File: config.mk
export PLATFORM = sky130hd
export DESIGN_NAME = mem_access_ctrl
export DESIGN_NICKNAME = d
export VERILOG_FILES = /design/src/rtl/mem_access_ctrl.sv
export SDC_FILE = /design/constraint.sdc
export NUM_CORES = 1
export LEC_CHECK = 0
export ABC_AREA = 1
export ABC_CLOCK_PERIOD_IN_PS = 2400
export BUFFER_PORTS_ARGS = -buffer_cell sky130_fd_sc_hd__buf_2
export CORE_AREA = 2 2 144 146
export CTS_BUF_LIST = sky130_fd_sc_hd__clkbuf_4
export CTS_CLUSTER_SIZE = 28
export DETAILED_ROUTE_END_ITERATION = 16
export DIE_AREA = 0 0 146 148
export PLACE_DENSITY_LB_ADDON = 0.2
export SLEW_MARGIN = 20
export SYNTH_ARGS = -nofsm -noshare
export SYNTH_HDL_FRONTEND = slang
export SYNTH_SLANG_ARGS = --single-unit
File: constraint.sdc
create_clock -name clk -period 2.4 [get_ports clk]
set_clock_uncertainty 0.05 [all_clocks]
set_input_delay 0.36 -clock clk [delete_from_list [all_inputs] [get_ports clk]]
set_output_delay 0.36 -clock clk [all_outputs]
set_load 0.005 [all_outputs]
File: src/rtl/mem_access_ctrl.sv
// Memory-stage access controller in front of the data cache.
// Runs one load or store at a time and returns one completion beat per op.
module mem_access_ctrl (
   input  logic        clk,
   input  logic        reset,
   input  logic        op_valid,
   output logic        op_ready,
   input  logic        op_is_write,
   input  logic [31:0] op_addr,
   input  logic [1:0]  op_size,
   input  logic [63:0] op_wr_data,
   output logic        res_valid,
   input  logic        res_ready,
   output logic [63:0] res_data,
   output logic        res_fault,
   output logic        rd_req_valid,
   input  logic        rd_req_ready,
   output logic [31:0] rd_req_address,
   input  logic        rd_dp_valid,
   output logic        rd_dp_ready,
   input  logic [63:0] rd_dp_read_data,
   output logic        wr_req_valid,
   input  logic        wr_req_ready,
   output logic [31:0] wr_req_address,
   output logic [63:0] wr_req_data,
   output logic        wr_size_in,
   input  logic        page_fault
);

   typedef enum logic [2:0] {
      IDLE    = 3'd0,
      RD_REQ  = 3'd1,
      RD_WAIT = 3'd2,
      WR_REQ  = 3'd3,
      RESP    = 3'd4
   } state_t;

   state_t      state_q, state_d;
   logic [31:0] addr_q, addr_d;
   logic [1:0]  size_q, size_d;
   logic [63:0] wdata_q, wdata_d;
   logic [63:0] res_q, res_d;
   logic        fault_q, fault_d;

   function automatic logic [63:0] size_mask(
      input logic [63:0] data,
      input logic [1:0]  size
   );
      logic [63:0] m;
      m = '0;
      unique case (size)
         2'b00:   m = {56'd0, data[7:0]};
         2'b01:   m = {48'd0, data[15:0]};
         2'b10:   m = {32'd0, data[31:0]};
         default: m = data;
      endcase
      return m;
   endfunction

   always_comb begin
      state_d = state_q;
      addr_d  = addr_q;
      size_d  = size_q;
      wdata_d = wdata_q;
      res_d   = res_q;
      fault_d = fault_q;
      unique case (state_q)
         IDLE: begin
            if (op_valid) begin
               addr_d  = op_addr;
               size_d  = op_size;
               wdata_d = op_wr_data;
               res_d   = '0;
               fault_d = 1'b0;
               state_d = op_is_write ? WR_REQ : RD_REQ;
            end
         end
         RD_REQ: begin
            if (page_fault) begin
               res_d   = '0;
               fault_d = 1'b1;
               state_d = RESP;
            end else if (rd_req_ready) begin
               state_d = RD_WAIT;
            end
         end
         RD_WAIT: begin
            // a fault in the same cycle as the data beat discards the data
            if (page_fault) begin
               res_d   = '0;
               fault_d = 1'b1;
               state_d = RESP;
            end else if (rd_dp_valid) begin
               res_d   = size_mask(rd_dp_read_data, size_q);
               state_d = RESP;
            end
         end
         WR_REQ: begin
            if (page_fault) begin
               res_d   = '0;
               fault_d = 1'b1;
               state_d = RESP;
            end else if (wr_req_ready) begin
               res_d   = '0;
               state_d = RESP;
            end
         end
         RESP: begin
            if (res_ready) state_d = IDLE;
         end
         default: state_d = IDLE;
      endcase
   end

   always_ff @(posedge clk) begin
      if (reset) begin
         state_q <= IDLE;
         addr_q  <= '0;
         size_q  <= '0;
         wdata_q <= '0;
         res_q   <= '0;
         fault_q <= 1'b0;
      end else begin
         state_q <= state_d;
         addr_q  <= addr_d;
         size_q  <= size_d;
         wdata_q <= wdata_d;
         res_q   <= res_d;
         fault_q <= fault_d;
      end
   end

   assign op_ready       = (state_q == IDLE);
   assign rd_req_valid   = (state_q == RD_REQ);
   assign rd_dp_ready    = (state_q == RD_WAIT);
   assign wr_req_valid   = (state_q == WR_REQ);
   assign res_valid      = (state_q == RESP);
   assign rd_req_address = rd_req_valid ? addr_q : '0;
   assign wr_req_address = wr_req_valid ? addr_q : '0;
   assign wr_req_data    = wr_req_valid ? wdata_q : '0;
   assign wr_size_in     = wr_req_valid && (size_q == 2'b11);
   assign res_data       = res_valid ? res_q : '0;
   assign res_fault      = res_valid && fault_q;

endmodule

==> flow_summary.yaml <==
status:
  outcome: "completed"
yosys:
  synth_most_common_cell: "nor2_1"
  synth-edff-count: 0
  ys_seq_area_frac: 0.4185
  synth_top_area_cell: "dfxtp_1"
  async_reset_ff_frac: 0
  synth_xor_area_frac: 0
  synth_nets: 1365
  synthTopCellsByArea: "dfxtp_1 42%, nor2_1 16%, inv_1 8.4%"
  yosys-mux-area-fraction: 0
  synth_area_per_cell_sq_um: 6.651
  ys_seq_elements: 166
  synth_top_family_by_area: "simple AND/OR/NAND/NOR gates"
  syn_inst: 1194
  yosys-top-cells-count: "333 x nor2_1, 177 x inv_1, 166 x dfxtp_1"
  ys_types: 22
  synth.top_cell.area_share: 0.4185
  yosys.area_share.simple: 0.3110
  synthFlopType: "dfxtp_1"
  syn-cell-area_sq_um: 7941
  synth-compound-area-share: 0.1260
  yosysWarningCount: 0
  synth_fa_ha_area_frac: 0
critical_path:
  crit_path_end_kind: "primary output"
  critical_path_required_ps: 1990
  crit_type: "flop to primary output"
  rr_endpoint: "res_q[35]"
  reg2reg_depth: 10
  arrival_ps: 1850
  critPathLaunch: "state_q[0]"
  crit_end: "wr_req_address[3]"
  startpoint_type: "flop"
  reg2reg_slack_ps: 540
  path_max_fanout: 48
  r2r-start: "state_q[0]"
global_route:
  grt.total_usage: 0.2309
  grt_pass1_vias: 8275
  grt_max_degree: 96
  overflow: 0
  antenna_found_initial: 3
  grt_pass1_wl_mm: 40.91
final_layout:
  design_area_sq_um: 11120
  final_core_util: 0.5548
  syn_to_final_growth_pct: 39.99
  final_net_count: 1768
  layout-drive-gt1-share: 0.2950
floorplan:
  ioPinCount: 370
  die_w_um: 146
  rows: 52
  die_h_um: 148
  floorplan.initialDensity: 0.3963
  core-area_sq_um: 20040
  dieArea_sq_um: 21610
sta:
  final.setup.tns_ps: 0
  relSlewSlack: 0.5963
  finalHoldViolations: 0
  worst_slew_pin_slew_ps: 602.2
  slew_violations: 0
  max_freq_mhz: 443.2
  setup_viol: 0
  fin_crit_ps: 2256
  finalCritPeriodShare: 0.9402
  rsz0062_at_grt: "true"
cts:
  cts_root_buf: "clkbuf_4"
  cts_sinks: 166
  cts_made_buffers: 17
  cts_tree: "yes"
  cts_buffer_depth: 2
  htree_levels: 4
  clk_pin_slew_ps: 130
  clock_latency_ps: 530
pwr:
  powerDensity_nw_per_um2: 951.6
  ir_worst_vdd_v: 0.0005087
  power.leakage_nw: 5.591
detailed_routing:
  drt_iter0_markers: 387
  drc: 0
  drtAntennaViolNets: 0
  viasPerCell: 4.659
  drt-wirelength-per-cell_um: 13.72
  wirelength_mm: 25.82
  first_pass_iters: 5
  vias: 8769
placement:
  place_hpwl_mm: 17.63
  post_dp_cell_area_sq_um: 9971
  port_buffers: 369
  globalplace.congestion: 0.8204
flow_run:
  max_cap_violations: 0
worst_hold_path:
  hold_path_class: "input pin to flop"
repair_timing:
item,4_1_cts,5_1_grt
cloned,0,1
gates resized for setup,5,10
endpoints found under the setup margin,125,157
setup buffers,0,1
hold buffers,80,1
hold endpoints to repair,82,1
stage by stage:
step                std cells  hold slack [ps]  setup slack, ps  total power [mW]
floorplan                1194            379.1            713.2             7.623
global placement         1765            388.3            485.2             8.810
detailed placement       1765            393.6            431.2             8.905
CTS                      1877           0.6175            4.483             10.60
global route             1882            9.831           -1.226             11.61
finish                   1882            54.84            143.6             10.58
critical path, stage by stage (launching register included):
cell and delay (ps):
dfxtp_4 410, nand2_1 100, nor2_4 150, inv_6 120, buf_12 190, nor2_1 150, buf_2 140
worst min path at each step:
stage	from	slack, ps	cells past startpoint	to
floorplan	reset	380	1	fault_q
global placement	wdata_q[41]	390	2	wdata_q[41]
detailed placement	wdata_q[43]	390	2	wdata_q[43]
CTS	op_wr_data[37]	0.6	3	wdata_q[37]
global route	op_wr_data[37]	10	3	wdata_q[37]
finish	res_ready	50	4	state_q[2]
metal layers:
metal	GRT usage	wire, um
met5	0	11
met4	0.06456	484
met3	0.05586	1485
met2	0.3929	12550
met1	0.2930	11300
flip-flops by register name, summed over array words and instances, names as in the netlist:
name / count
size_q: 2
state_q: 3
fault_q: 1
wdata_q: 64
addr_q: 32
res_q: 64
cells in the final DEF, fill, tap and decap left out, drive strengths merged:
cell type and count:
o21ai 99, dlygate4sd3 81, clkbuf 19, nor3 1, dfxtp 166, diode 2
a21oi 101, buf 393, inv 192, nand3 86, nor2 337, nand4 36
clkinv 5, nand2 93, nor3b 1
cells by family (layout without fill, tap and decap cells):
kind of cell	after synthesis	in the layout
AO/OA/AOI/OAI	200	200
buffers and inverters	274	690
flip-flops	166	166
other	0	2
AND/OR/NAND/NOR	554	554
power breakdown:
part	internal (mW)	leakage [nW]	total, mW	switching, mW
logic	1.78	4.07	4.84	3.06
registers	3.79	1.37	4.19	0.404
clock network	0.457	0.144	1.55	1.09
final cells by class:
type | instances | area, sq um
tap | 270 | 337.8
inverter | 183 | 699.4
antenna | 2 | 5.005
sequential | 166 | 3329
clock buffer | 18 | 135.1
timing repair buffer | 475 | 2999
fill | 2039 | 8922
clock inverter | 14 | 115.1
multi-input combinational | 754 | 3496
No activity file was read; power rests on OpenSTA's default activity.
